===== config.mk =====
export PLATFORM = sky130hd
export DESIGN_NAME = alarm_clock_ctrl
export DESIGN_NICKNAME = d
export VERILOG_FILES = /design/src/rtl/alarm_clock_ctrl.sv
export SDC_FILE = /design/constraint.sdc
export NUM_CORES = 1
export LEC_CHECK = 0
export CELL_PAD_IN_SITES_DETAIL_PLACEMENT = 1
export CELL_PAD_IN_SITES_GLOBAL_PLACEMENT = 2
export CORE_AREA = 2 2 119 121
export DETAILED_ROUTE_END_ITERATION = 8
export DIE_AREA = 0 0 121 123
export PLACE_DENSITY_LB_ADDON = 0.1
export SLEW_MARGIN = 20
export SYNTH_ARGS = -nofsm -noshare
export SYNTH_HDL_FRONTEND = slang
export SYNTH_SLANG_ARGS = --single-unit

===== constraint.sdc =====
create_clock -name clk -period 4.8 [get_ports clk]
set_input_delay 0.72 -clock clk [delete_from_list [all_inputs] [get_ports clk]]
set_output_delay 0.72 -clock clk [all_outputs]
set_load 0.05 [all_outputs]

===== src/rtl/alarm_clock_ctrl.sv =====
// alarm_clock_ctrl: 24-hour timekeeper with a set-time/set-alarm mode FSM, alarm match, ring, snooze and ring timeout.
// Latency: every output is registered. A button pulse takes effect on the clk edge that samples it, and a match rings one cycle after the time reaches hh:mm:00.
// Backpressure: none. Buttons are single-cycle pulses that are always accepted, and a prescaler tick is never dropped.
// Ports:
//   clk, rst_n         : clock, synchronous active-low reset
//   mode_btn, inc_btn  : advance the mode FSM / increment the field being set
//   snooze_btn,stop_btn: snooze or stop the ring
//   alarm_en           : level; 0 disables the alarm and clears ring and snooze
//   disp_hour/disp_min : raw 0..23 hour and minute for the display (alarm values while setting the alarm)
//   second, mode       : current seconds, mode FSM state
//   sec_tick           : one-cycle pulse per second
//   alarm_ringing      : alarm sounding
module alarm_clock_ctrl #(
  parameter int TICKS_PER_SEC = 100_000_000,
  parameter int SNOOZE_MIN    = 5,
  parameter int RING_MIN      = 1
) (
  input  logic       clk,
  input  logic       rst_n,
  input  logic       mode_btn,
  input  logic       inc_btn,
  input  logic       snooze_btn,
  input  logic       stop_btn,
  input  logic       alarm_en,
  output logic [5:0] disp_hour,
  output logic [5:0] disp_min,
  output logic [5:0] second,
  output logic [2:0] mode,
  output logic       sec_tick,
  output logic       alarm_ringing
);

  localparam int PW = $clog2(TICKS_PER_SEC);
  localparam logic [PW-1:0] PRESC_MAX = PW'(TICKS_PER_SEC - 1);
  localparam int RING_TICKS = RING_MIN * 60;
  localparam int RW = $clog2(RING_TICKS);
  localparam logic [RW-1:0] RING_LAST = RW'(RING_TICKS - 1);

  typedef enum logic [2:0] {
    RUN        = 3'd0,
    SET_TIME_H = 3'd1,
    SET_TIME_M = 3'd2,
    SET_ALM_H  = 3'd3,
    SET_ALM_M  = 3'd4
  } mode_e;

  mode_e           mode_q, mode_d;
  logic [PW-1:0]   presc_q, presc_d;
  logic [5:0]      hh_q, hh_d, mm_q, mm_d, ss_q, ss_d;
  logic [5:0]      alm_h_q, alm_h_d, alm_m_q, alm_m_d;
  logic [5:0]      snz_h_q, snz_h_d, snz_m_q, snz_m_d;
  logic            snz_pend_q, snz_pend_d;
  logic            ring_q, ring_d;
  logic [RW-1:0]   ring_cnt_q, ring_cnt_d;
  logic            tick_q, tick_d;
  logic            adv_q, adv_d;   // time regs advanced on the previous edge
  logic [5:0]      disp_h_q, disp_h_d, disp_m_q, disp_m_d;

  logic            set_time_now, set_time_next, at_min, alm_hit, snz_hit;
  logic [6:0]      snz_sum;

  function automatic logic [5:0] inc_mod(input logic [5:0] v, input logic [5:0] top);
    return (v == top) ? 6'd0 : v + 6'd1;
  endfunction

  // Mode FSM next state; mode_btn takes priority over inc_btn.
  always_comb begin
    mode_d = mode_q;
    if (mode_btn) begin
      case (mode_q)
        RUN:        mode_d = SET_TIME_H;
        SET_TIME_H: mode_d = SET_TIME_M;
        SET_TIME_M: mode_d = SET_ALM_H;
        SET_ALM_H:  mode_d = SET_ALM_M;
        default:    mode_d = RUN;
      endcase
    end
  end

  always_comb begin
    hh_d = hh_q; mm_d = mm_q; ss_d = ss_q;
    alm_h_d = alm_h_q; alm_m_d = alm_m_q;
    snz_h_d = snz_h_q; snz_m_d = snz_m_q; snz_pend_d = snz_pend_q;
    ring_d = ring_q; ring_cnt_d = ring_cnt_q;

    set_time_now  = (mode_q == SET_TIME_H) || (mode_q == SET_TIME_M);
    set_time_next = (mode_d == SET_TIME_H) || (mode_d == SET_TIME_M);

    // Prescaler stays at 0 while time is being set and for the first cycle
    // after leaving, so the first second after exit is a full second.
    if (set_time_now || set_time_next) presc_d = '0;
    else if (presc_q == PRESC_MAX)     presc_d = '0;
    else                               presc_d = presc_q + PW'(1);
    tick_d = (presc_d == PRESC_MAX);
    adv_d  = tick_q;

    if (tick_q) begin
      ss_d = inc_mod(ss_q, 6'd59);
      if (ss_q == 6'd59) begin
        mm_d = inc_mod(mm_q, 6'd59);
        if (mm_q == 6'd59) hh_d = inc_mod(hh_q, 6'd23);
      end
    end

    if (inc_btn && !mode_btn) begin
      case (mode_q)
        SET_TIME_H: hh_d    = inc_mod(hh_q, 6'd23);
        SET_TIME_M: mm_d    = inc_mod(mm_q, 6'd59);
        SET_ALM_H:  alm_h_d = inc_mod(alm_h_q, 6'd23);
        SET_ALM_M:  alm_m_d = inc_mod(alm_m_q, 6'd59);
        default: ;
      endcase
    end
    if (mode_q == SET_TIME_M && mode_d != SET_TIME_M) ss_d = 6'd0;

    // Only a tick that lands exactly on hh:mm:00 can match.
    at_min  = adv_q && (ss_q == 6'd0) && alarm_en && !set_time_now;
    alm_hit = at_min && (hh_q == alm_h_q) && (mm_q == alm_m_q);
    snz_hit = at_min && snz_pend_q && (hh_q == snz_h_q) && (mm_q == snz_m_q);

    snz_sum = {1'b0, mm_q} + 7'(SNOOZE_MIN);

    if (ring_q && tick_q) begin
      if (ring_cnt_q == RING_LAST) begin
        ring_d     = 1'b0;
        ring_cnt_d = '0;
      end else begin
        ring_cnt_d = ring_cnt_q + RW'(1);
      end
    end
    if (alm_hit || snz_hit) begin
      ring_d     = 1'b1;
      ring_cnt_d = '0;
      snz_pend_d = 1'b0;
    end
    if (snooze_btn && ring_q && !stop_btn) begin
      ring_d     = 1'b0;
      snz_pend_d = 1'b1;
      if (snz_sum >= 7'd60) begin
        snz_m_d = 6'(snz_sum - 7'd60);
        snz_h_d = inc_mod(hh_q, 6'd23);
      end else begin
        snz_m_d = snz_sum[5:0];
        snz_h_d = hh_q;
      end
    end
    if (stop_btn) begin
      ring_d     = 1'b0;
      snz_pend_d = 1'b0;
    end
    if (mode_q != SET_TIME_H && mode_d == SET_TIME_H) ring_d = 1'b0;
    if (!alarm_en) begin
      ring_d     = 1'b0;
      snz_pend_d = 1'b0;
    end

    if (mode_d == SET_ALM_H || mode_d == SET_ALM_M) begin
      disp_h_d = alm_h_d;
      disp_m_d = alm_m_d;
    end else begin
      disp_h_d = hh_d;
      disp_m_d = mm_d;
    end
  end

  always_ff @(posedge clk) begin
    if (!rst_n) begin
      mode_q <= RUN;        presc_q <= '0;
      hh_q <= '0;           mm_q <= '0;       ss_q <= '0;
      alm_h_q <= '0;        alm_m_q <= '0;
      snz_h_q <= '0;        snz_m_q <= '0;    snz_pend_q <= 1'b0;
      ring_q <= 1'b0;       ring_cnt_q <= '0;
      tick_q <= 1'b0;       adv_q <= 1'b0;
      disp_h_q <= '0;       disp_m_q <= '0;
    end else begin
      mode_q <= mode_d;     presc_q <= presc_d;
      hh_q <= hh_d;         mm_q <= mm_d;     ss_q <= ss_d;
      alm_h_q <= alm_h_d;   alm_m_q <= alm_m_d;
      snz_h_q <= snz_h_d;   snz_m_q <= snz_m_d; snz_pend_q <= snz_pend_d;
      ring_q <= ring_d;     ring_cnt_q <= ring_cnt_d;
      tick_q <= tick_d;     adv_q <= adv_d;
      disp_h_q <= disp_h_d; disp_m_q <= disp_m_d;
    end
  end

  assign disp_hour     = disp_h_q;
  assign disp_min      = disp_m_q;
  assign second        = ss_q;
  assign mode          = mode_q;
  assign sec_tick      = tick_q;
  assign alarm_ringing = ring_q;

endmodule

-- After elaboration in Yosys (flattened, before gate mapping)
Index checks and enable logic that the tools add are counted.
W data, S select, Z words.
- output and inout bits: 23
- register bits: 94
- input bits: 7
- equal/unequal tests: 22
- magnitude comparators: 1
- mux-type cells: 32
- bitwise gates (word level): 2
- add/sub/neg operators: 9
- reductions and logical operators: 32
- operators by type and width (operator ; count):
    $mux W6 ; 23
    $eq A27 B27 Y1 const B ; 2
    $mux W27 ; 2
    $add A6 B1 Y6 const B ; 6
    $add A27 B1 Y27 const B ; 1
    $eq A6 B6 Y1 ; 4
    $eq A6 B6 Y1 const B ; 4
    $logic_and A1 B1 Y1 ; 14
    $eq A3 B2 Y1 const B ; 4
    $eq A6 B5 Y1 const B ; 2
    $pmux W3 S4 ; 1
    $add A6 B3 Y7 const B ; 1
    $ge A7 B6 Y1 const B ; 1
    $eq A3 B1 Y1 const B ; 2
    $eq A3 B3 Y1 const B ; 2
    $logic_not A6 Y1 ; 1
    $reduce_bool A2 Y1 ; 3
    $sub A6 B6 Y6 const B ; 1
    $logic_or A1 B1 Y1 ; 5
    $mux W1 ; 5
    $reduce_or A5 Y1 ; 1
    $reduce_or A2 Y1 ; 2
    $logic_not A1 Y1 ; 3
    $logic_not A3 Y1 ; 1
    6 further kinds ; 7

-- Depth between registers and ports, before layout
Gate-level depths: netlist of the first run.
- depth after elaboration: 10
- depth in mapped cells: 9
- depth with buffers taken out: 8

-- Worst setup path before layout of the first run
OpenSTA, ideal clock, no wires.
- path type: register -> register
- start: register mode_q[0] (netlist: mode[0])
- end: register tick_q (netlist: sec_tick)
- library setup time: 0.088 ns
- path slack: 2.508 ns
- stages on the path, launching flop included: 9
- required time: 4.712 ns
- path buffers: 2
- arrival: 2.204 ns
- path through: dfxtp_1 clkbuf_1 and2_1 or3_1 o31ai_1 or2_2 clkbuf_8 a2111o_1 nor4_2
- cells in the longest elaborated chain, start to end: 8
- elaborated cells on any way between the ends: 13
- RTL lines (item ; line ; source):
    start: declaration ; 47 ; mode_e mode_q, mode_d;
    start signal: assignment ; 176 ; mode_q <= mode_d; presc_q <= presc_d;
    $eq A3 B2 Y1, or another cell as far along ; 70 ; case (mode_q)
    $pmux W3 S4 ; 70 ;
    $mux W3 ; 69 ; if (mode_btn) begin
    $eq A3 B1 Y1 or $eq A3 B2 Y1 (tied branches) ; 87 ; set_time_next = (mode_d == SET_TIME_H) || (mode_d == SET_TIME_M);
    $logic_or A1 B1 Y1 ; 87 ;
    $logic_or A1 B1 Y1 (*) ; 91 ; if (set_time_now || set_time_next) presc_d = '0;
    $mux W27 (*) ; 91 ;
    $eq A27 B27 Y1 (*) ; 94 ; tick_d = (presc_d == PRESC_MAX);
    end signal: assignment ; 181 ; tick_q <= tick_d; adv_q <= adv_d;
    end: declaration ; 55 ; logic tick_q, tick_d;
Every way passes the cells marked *; elsewhere a longest branch is shown, timed or not.
A chain may end at the register's enable or synchronous reset.

-- Final worst setup path of the first run
- start: register mm_q[0]
- end: register disp_h_q[4] (netlist: disp_hour[4])
- cells in the longest elaborated chain, start to end: 7
- RTL lines (item ; line ; source):
    start: declaration ; 49 ; logic [5:0] hh_q, hh_d, mm_q, mm_d, ss_q, ss_d;
    start signal: assignment ; 177 ; hh_q <= hh_d; mm_q <= mm_d; ss_q <= ss_d;
    $eq A6 B6 Y1 (*) ; 101 ; if (mm_q == 6'd59) hh_d = inc_mod(hh_q, 6'd23);
    $mux W6 (*) ; 101 ;
    $mux W6 (*) ; 99 ; if (ss_q == 6'd59) begin
    $mux W6 (*) ; 97 ; if (tick_q) begin
    $mux W6 ; 106 ; case (mode_q)
    $mux W6 (*) ; 105 ; if (inc_btn && !mode_btn) begin
    $mux W6 (*) ; 157 ; if (mode_d == SET_ALM_H || mode_d == SET_ALM_M) begin
    end signal: assignment ; 182 ; disp_h_q <= disp_h_d; disp_m_q <= disp_m_d;
    end: declaration ; 57 ; logic [5:0] disp_h_q, disp_h_d, disp_m_q, disp_m_d;
Marks and branches as above.

==> results of run 1 <==
[power by group]
group	switching, W	internal [W]	total (W)
clock	0.000340	0.000464	0.000805
sequential	0.0000112	0.000786	0.000797
combinational	0.0000586	0.0000298	0.0000884
total	0.000410	0.00128	0.00169
[stage by stage]
| step | utilization, % | hold slack [ns] |
|---|---|---|
| 2_1_floorplan | - | 0.438 |
| 3_3_place_gp | 40.6 | 0.459 |
| 3_5_place_dp | 40.6 | 0.476 |
| 4_1_cts | 43.0 | 0.487 |
| 5_1_grt | 43.0 | 0.512 |
| 6_report | 43.0 | 0.483 |
[path summary, 6_finish.rpt]
kind | from | end | cells past startpoint | slack, ns
hold reg to reg | snz_m_q[3]$_SDFFE_PN0P_ | snz_m_q[3]$_SDFFE_PN0P_ | 2 | 0.48
setup / recovery | mm_q[0]$_SDFF_PN0_ | disp_hour[4]$_SDFF_PN0_ | 7 | 1.99
hold / removal | snz_m_q[3]$_SDFFE_PN0P_ | snz_m_q[3]$_SDFFE_PN0P_ | 2 | 0.48
setup reg to reg | mm_q[0]$_SDFF_PN0_ | disp_hour[4]$_SDFF_PN0_ | 7 | 1.99
[layer usage]
| metal | up-vias | track usage, % | routed length, um |
|---|---|---|---|
| li1 | 2208 | - | - |
| met1 | 2144 | 25.2 | 6750 |
| met2 | 35 | 34.3 | 6860 |
| met3 | 17 | 2.72 | 223 |
| met4 | 0 | 8.07 | 260 |
| met5 | - | 0 | 0 |
[final cells by class]
cell class                 instances  area, sq um
fill                            1619         7750
multi-input combinational        479         3050
sequential                        94         1880
timing repair buffer              34          328
clock buffer                       9          225
tap                              180          225
clock inverter                     7          105
inverter                          12         45.0
[logic make-up after synthesis]
group | after synthesis | synth area share [%]
compound gates | 96 | 12.2
xor+xnor | 68 | 11.5
fa+ha+maj | 11 | 2.61
buf+inv | 49 | 4.74
flops | 94 | 36.4
mux | 12 | 2.39
simple gates | 292 | 30.2
[cell usage in the layout, fill, tap and decap left out, drive strengths merged, types with 5 or more instances in the layout]
cell	instances
nand3b	5
nor4	7
a211oi	7
xnor2	49
a31oi	8
o21a	5
buf	5
nand2	47
nand3	29
dfxtp	94
o21ai	27
nor2	87
a21oi	18
o211ai	5
clkbuf	9
nor3	29
xor2	19
inv	14
clkdlybuf4s50	29
ha	10
and4	6
and2	17
and3	12
nand2b	7
mux2i	9
nand4	21
[state kept, by name (all words and copies together), names as in the netlist, 3 cells and up]
register	count
disp_hour	6
presc_q	27
snz_h_q	6
disp_min	6
ring_cnt_q	6
hh_q	6
alm_h_q	6
second	6
mm_q	6
mode	3
alm_m_q	6
snz_m_q	6
[worst max-delay path: stages (launching register included)]
cell,delay (ns)
dfxtp_1,0.58
ha_1,0.38
inv_1,0.09
nor3_1,0.55
a21oi_1,0.41
o21ai_0,0.25
o21ai_0,0.15
o211a_1,0.28
==> out/summary.txt, run 1 <==
outcome = finished clean
grt ovf = 0
Ports = 30
top area cells in the synthesized netlist = dfxtp_1 (36%), xnor2_1 (8.3%), nor2_1 (6.3%)
peak supply drop = 0.162 mV
Hold Crit Class = flop to flop
FMAX = 0.356 GHz
Gate Count Post-Synth = 622
Initial DRT Pass Iterations = 6
global-route wire length before repair = 23.4 mm
fin cells = 815
CP Max Fanout = 12
top cells by count, synth = dfxtp_1 (94), nor2_1 (87), xnor2_1 (49)
synthesis-to-finish area growth = 13.2%
asr flop ratio synth = 0%
Max Transition Viols Final = 0
clock slew at reported path FFs = 0.07 ns
Vias = 4,404
Post-Syn Area = 5170 sq um
Setup crit end kind = flop
port bufs = 29
Worst setup SP type = flop
Worst Skew = 0.00665 ns
YS warnings = 0
post-CTS sizing = 0
Max Buffers Root-to-Sink = 2
final hold violation count = 0
Initial Utilization = 38.0%
ANT cells = 0
Mean Syn Cell Area = 8.32 sq um
RSZ-0062 raised after global routing = false
slew margin rel. = 47.8%
chip height = 123 um
top-area cell type share of the netlist area = 36.4%
vias in the first global route = 4,547
DR iter-0 viols = 133
P_leak = 1.97 nW
CTS tree = built
largest area contributor in the netlist = dfxtp_1
number of routed nets with antenna violations = 0
count leader, synth = dfxtp_1
H-tree depth = 3
DR DRC count = 0
largest net degree at the start of global routing = 34
gpl congestion = 0.810
worst-skew pair later-pin latency = 0.35 ns
clock root buffer = clkbuf_16
Post-synth EDFFs = 0
Post-CTS Setup Repair Bufs = 0
post-synth cell types = 69
Die Wd = 121 um
initial antenna violation count = 0
final WL = 14.1 mm
register bit total from synthesis = 94
HPWL after detailed placement = 10.2 mm
CTS Hold Bufs = 0
PnR worst setup slack = 1.99 ns
die area = 14,900 sq um
Placeable Area = 13,600 sq um
setup total negative slack = 0 ns
layout cells sized above 1 = 6.77%
MaxCap Viol Count = 0
CTS Buf Count = 9
final cycle utilization of the critical path = 58.5%
Vias/cell = 5.40
Period minus WS final = 2.81 ns
placed cells = 799
Worst Tran Pin Value = 0.777 ns
GR Util All Layers = 19.9%
CTS sink cnt = 94
Finished Cell Area = 5860 sq um
ys flop type = dfxtp_1
PD cells = 288 nW/um^2
final setup violation count = 0
Worst Path Class, Setup = flop to flop
dpl cell area = 5530 sq um
worst path required time = 5.05 ns
register area share after synthesis = 36.4%
Tot Pwr = 0.00169 W
# rows = 43
DP Worst Slack = 1.66 ns
Routed WL per cell = 17.3 um
Nets = 647
CP arrival = 3.05 ns
Net Count, Synth = 639
Power figures use the tool's default switching activity.
==> run 2, diff against run 1 <==
--- a/config.mk
+++ b/config.mk
@@ -7,9 +7,9 @@
 export LEC_CHECK = 0
 export CELL_PAD_IN_SITES_DETAIL_PLACEMENT = 1
 export CELL_PAD_IN_SITES_GLOBAL_PLACEMENT = 2
-export CORE_AREA = 2 2 119 121
+export CORE_AREA = 2 2 129 131
 export DETAILED_ROUTE_END_ITERATION = 8
-export DIE_AREA = 0 0 121 123
+export DIE_AREA = 0 0 131 133
 export PLACE_DENSITY_LB_ADDON = 0.1
 export SLEW_MARGIN = 20
 export SYNTH_ARGS = -nofsm -noshare
==> constraint.sdc (replaced) <==
create_clock -name clk -period 2.4 [get_ports clk]
set_input_delay 0.36 -clock clk [delete_from_list [all_inputs] [get_ports clk]]
set_output_delay 0.36 -clock clk [all_outputs]
set_load 0.05 [all_outputs]
==> out/summary.txt, run 2 (synthesized netlist as in run 1, its figures left out) <==
final setup violation count = 0 (unchanged)
Placeable Area = 16,200 sq um (+19%)
Ports = 30 (unchanged)
CTS Hold Bufs = 0 (unchanged)
register with the most flip-flops = presc_q
# rows = 47 (+9.3%)
Routed WL per cell = 16.7 um (-3.7%)
commonest non-fill, non-tap cell in the layout = dfxtp_1
final cycle utilization of the critical path = 94.5% (+36 points)
most frequent cells in the layout = dfxtp_1 (93), nor2_1 (87), buf_4 (51)
GR Util All Layers = 18.1% (-1.8 points)
number of routed nets with antenna violations = 0 (unchanged)
Nets = 693 (+7.1%)
max FFs per register = 27 (unchanged)
slew margin rel. = 50.0% (+2.2 points)
CP Max Fanout = 5 (-7)
largest net degree at the start of global routing = 34 (unchanged)
Worst setup SP type = flop
MaxCap Viol Count = 0 (unchanged)
crit-path cells = nand3_2 -> nor3_1 -> mux2_2 -> a211oi_1 -> nand4_1 -> nor4_2
CP Buf/Inv Count = 0 (-1)
CP arrival = 2.52 ns (-0.53 ns)
die area = 17,400 sq um (+17%)
Max Transition Viols Final = 0 (unchanged)
Hold Crit Class = flop to flop
RSZ-0062 raised after global routing = false
slowest CP cell = dfxtp_1
synthesis-to-finish area growth = 20.8%
setup total negative slack = 0 ns (unchanged)
HPWL after detailed placement = 11.2 mm (+9.5%)
Initial Utilization = 32.0% (-6.0 points)
vias in the first global route = 4,681 (+2.9%)
initial antenna violation count = 0 (unchanged)
gpl congestion = 0.751 (-7.3%)
Top delay family on crit path = simple AND/OR/NAND/NOR gates
worst-skew pair later-pin latency = 0.35 ns (about the same)
H-tree depth = 3 (unchanged)
outcome = finished clean
Vias/cell = 5.03 (-6.9%)
ANT cells = 0 (unchanged)
CTS Buf Count = 9 (unchanged)
CTS tree = built
Worst Tran Pin Value = 0.750 ns (-0.0274 ns)
chip height = 133 um (+8.1%)
Period minus WS final = 2.27 ns (-0.538 ns)
Finished Cell Area = 6250 sq um (+6.7%)
Worst Path Class, Setup = flop to flop
Setup crit end kind = flop
Initial DRT Pass Iterations = 4 (-2)
P_leak = 2.17 nW (+11%)
CP peak stage delay = 0.42 ns (-0.16 ns)
clock root buffer = clkbuf_16
dpl cell area = 5910 sq um (+6.9%)
final hold violation count = 0 (unchanged)
CTS sink cnt = 94 (unchanged)
final WL = 15.0 mm (+6.5%)
PD cells = 523 nW/um^2 (+81%)
Worst Skew = 0.00816 ns (+0.00151 ns)
DR iter-0 viols = 165 (+24%)
Final Hold Slack = 0.474 ns (-0.00899 ns)
FMAX = 0.441 GHz (+24%)
grt ovf = 0 (unchanged)
port bufs = 29 (unchanged)
layout cells sized above 1 = 14.0% (+7.2 points)
DR DRC count = 0 (unchanged)
peak supply drop = 0.326 mV (+100%)
global-route wire length before repair = 24.6 mm (+5.2%)
clock slew at reported path FFs = 0.07 ns (about the same)
worst path required time = 2.66 ns (-2.39 ns)
Tot Pwr = 0.00327 W (+94%)
Die Wd = 131 um (+8.3%)
Vias = 4,535 (+3.0%)
Max Buffers Root-to-Sink = 2 (unchanged)
final core occ = 38.7% (-4.4 points)
-- run 2: what timing repair did --
| action | CTS | global route |
|---|---|---|
| pin swaps | 0 | 1 |
| resized for setup | 1 | 8 |
| buffers inserted | 0 | 2 |
| setup endpoints to repair | 4 | 9 |
| cloned | 0 | 0 |
-- run 2: layout make-up --
cell class	instances	area (sq um)
clock inverters	5	58.8
clock buffers	11	243
fillers	1937	9920
flip-flops and latches	94	1880
multi-input cells	479	3080
repair buffers	80	673
well taps	220	275
inverters	12	45.0
-- run 2: final timing paths --
check | from | endpoint | slack (ns) | depth (start not counted)
min | snz_m_q[1]$_SDFFE_PN0P_ | snz_m_q[1]$_SDFFE_PN0P_ | 0.47 | 2
max | presc_q[4]$_SDFF_PN0_ | sec_tick$_SDFF_PN0_ | 0.13 | 6
max reg2reg | presc_q[4]$_SDFF_PN0_ | sec_tick$_SDFF_PN0_ | 0.13 | 6
min reg2reg | snz_m_q[1]$_SDFFE_PN0P_ | snz_m_q[1]$_SDFFE_PN0P_ | 0.47 | 2
-- run 2: tightest hold or removal path, delay by kind of cell (launching register included) --
family          cells  cell delay [ns]
flops               1             0.32
compound gates      1             0.05
simple gates        1             0.05
-- run 2: routing by layer --
metal  vias to the layer above  global-route usage, %  share of wire, %
met5                         -                      0                 0
met4                         0                   5.50               1.9
met2                        31                   30.5                50
li1                       2297                      -                 -
met1                      2190                   23.3                47
met3                        17                   3.48               2.0
-- run 2: power breakdown --
part           switching, W  total (W)  internal, W
sequential        0.0000172    0.00159      0.00157
clock              0.000641    0.00148     0.000837
combinational      0.000128   0.000203    0.0000758
-- run 2: stage by stage --
stage	instances	worst slack [ns]
after detailed placement	883	-0.0909
after global placement	883	-0.0451
after global routing	901	0.00226
after CTS	899	0.0279
after floorplan	622	0.108
final	901	0.132
==> run 3, diff against run 2 <==
--- a/config.mk
+++ b/config.mk
@@ -8,9 +8,11 @@
 export CELL_PAD_IN_SITES_DETAIL_PLACEMENT = 1
 export CELL_PAD_IN_SITES_GLOBAL_PLACEMENT = 2
 export CORE_AREA = 2 2 129 131
+export CTS_BUF_LIST = sky130_fd_sc_hd__clkbuf_16
 export DETAILED_ROUTE_END_ITERATION = 8
 export DIE_AREA = 0 0 131 133
 export PLACE_DENSITY_LB_ADDON = 0.1
+export SETUP_SLACK_MARGIN = 0.1
 export SLEW_MARGIN = 20
 export SYNTH_ARGS = -nofsm -noshare
 export SYNTH_HDL_FRONTEND = slang
==> out/summary.txt, run 3 (synthesized netlist as in run 1, its figures left out) <==
Worst Skew = 0.00916 ns (+0.00101 ns)
slowest CP cell = dfxtp_1
ANT cells = 0 (unchanged)
Max Transition Viols Final = 0 (unchanged)
max FFs per register = 27 (unchanged)
Max Buffers Root-to-Sink = 2 (unchanged)
HP Start = snz_m_q[1]$_SDFFE_PN0P_
gpl congestion = 0.751 (unchanged)
largest net degree at the start of global routing = 34 (unchanged)
global-route wire length before repair = 24.6 mm (+0.22%)
Setup crit end kind = flop
grt ovf = 0 (unchanged)
slew margin rel. = 61.6% (+12 points)
area of the multi-input gates = 3110 sq um (+1.2%)
final cycle utilization of the critical path = 94.1% (-0.41 points)
Worst Tran Pin Value = 0.570 ns (-0.180 ns)
worst path required time = 2.66 ns (about the same)
# rows = 47 (unchanged)
CP peak stage delay = 0.42 ns (about the same)
Placeable Area = 16,200 sq um (unchanged)
DP Worst Slack = -0.0909 ns (unchanged)
synthesis-to-finish area growth = 21.8%
crit-path cells = and3_1 -> nand2_1 -> or4_1 -> a211oi_1 -> nand4_1 -> nor4_2
Worst R2R Start = presc_q[4]$_SDFF_PN0_
die area = 17,400 sq um (unchanged)
Die Wd = 131 um (unchanged)
Critical Path Source = presc_q[4]$_SDFF_PN0_
CP Max Fanout = 6 (+1)
GR Util All Layers = 18.2% (+0.033 points)
Vias = 4,553 (+0.40%)
CTS sink cnt = 94 (unchanged)
fin cells = 903 (+0.22%)
Ports = 30 (unchanged)
placed cells = 883 (unchanged)
CTS Buf Count = 9 (unchanged)
Initial Utilization = 32.0% (unchanged)
setup total negative slack = 0 ns (unchanged)
FMAX = 0.443 GHz (+0.43%)
final setup violation count = 0 (unchanged)
initial antenna violation count = 0 (unchanged)
CP arrival = 2.51 ns (about the same)
final WL = 15.1 mm (+0.50%)
CTS tree = built
DR iter-0 viols = 176 (+6.7%)
PnR worst setup slack = 0.142 ns (+0.00981 ns)
Vias/cell = 5.04 (+0.17%)
PD cells = 513 nW/um^2 (-1.8%)
HPWL after detailed placement = 11.2 mm (unchanged)
most frequent cells in the layout = dfxtp_1 (88), nor2_1 (87), buf_4 (53)
Seq. cell area = 1890 sq um (+0.33%)
CTS Hold Bufs = 0 (unchanged)
Tot Pwr = 0.00324 W (-1.1%)
clock root buffer = clkbuf_16
DR DRC count = 0 (unchanged)
number of routed nets with antenna violations = 0 (unchanged)
MaxCap Viol Count = 0 (unchanged)
RSZ-0062 raised after global routing = true
layout cells sized above 1 = 15.7% (+1.7 points)
P_leak = 2.19 nW (+0.73%)
Period minus WS final = 2.26 ns (-0.00981 ns)
clock slew at reported path FFs = 0.07 ns (about the same)
Worst Path Class, Setup = flop to flop
Nets = 695 (+0.29%)
register with the most flip-flops = presc_q
FILL cells = 1,934 (-0.15%)
outcome = finished clean
peak supply drop = 0.326 mV (about the same)
Worst setup SP type = flop
Initial DRT Pass Iterations = 4 (unchanged)
Final Hold Slack = 0.475 ns (+0.00169 ns)
Hold Crit Class = flop to flop
worst-skew pair later-pin latency = 0.35 ns (about the same)
Routed WL per cell = 16.7 um (+0.28%)
commonest non-fill, non-tap cell in the layout = dfxtp_1
final hold violation count = 0 (unchanged)
port bufs = 29 (unchanged)
chip height = 133 um (unchanged)
vias in the first global route = 4,684 (+0.064%)
H-tree depth = 3 (unchanged)
-- run 3: cell types whose count changed in the layout (fill, tap and decap cells not counted), sizes merged --
cell	change
buf	+2
clkbuf	-2
clkinv	+1
inv	+1
-- run 3: final timing paths --
path	to	slack (ns)	depth (start not counted)
min reg2reg	snz_m_q[1]$_SDFFE_PN0P_	0.48	2
max reg2reg	sec_tick$_SDFF_PN0_	0.14	6
max	sec_tick$_SDFF_PN0_	0.14	6
min	snz_m_q[1]$_SDFFE_PN0P_	0.48	2
-- run 3: worst max-delay path, delay by kind of cell, from the launching register on --
kind	cells	cell delay [ns]
simple gates	5	1.37
flops	1	0.42
compound gates	1	0.37
-- run 3: layer usage --
layer | up-vias | track usage (%) | part of all wire, %
met5 | - | 0 | 0
met4 | 0 | 5.50 | 2.2
met1 | 2186 | 23.3 | 46
li1 | 2297 | - | -
met2 | 49 | 30.6 | 49
met3 | 21 | 3.48 | 2.3
-- run 3: metrics by stage --
stage | util (%) | cell area, sq um
global placement | 36.5 | 5910
floorplan | - | 5170
CTS | 38.5 | 6230
finish | 39.0 | 6300
global route | 39.0 | 6300
detailed placement | 36.5 | 5910
-- run 3: power by group --
group,internal [W],total (W),switching [W]
Combinational,0.0000768,0.000205,0.000128
Sequential,0.00157,0.00159,0.0000180
Clock,0.000801,0.00144,0.000640
Total,0.00245,0.00324,0.000786
-- run 3: what timing repair did --
item / in CTS / in global routing
setup buffers: 1 / 3
pin swaps: 1 / 5
gates resized for setup: 6 / 14
setup endpoints to repair: 7 / 13
-- run 3: final cells by class --
type | instances | area share (%)
Clock buffer | 9 | 3.57
Clock inverter | 7 | 1.05
Inverter | 12 | 0.715
Multi-Input combinational cell | 479 | 49.4
Sequential cell | 94 | 30.0
Tap cell | 220 | 4.37
Timing Repair Buffer | 82 | 10.9
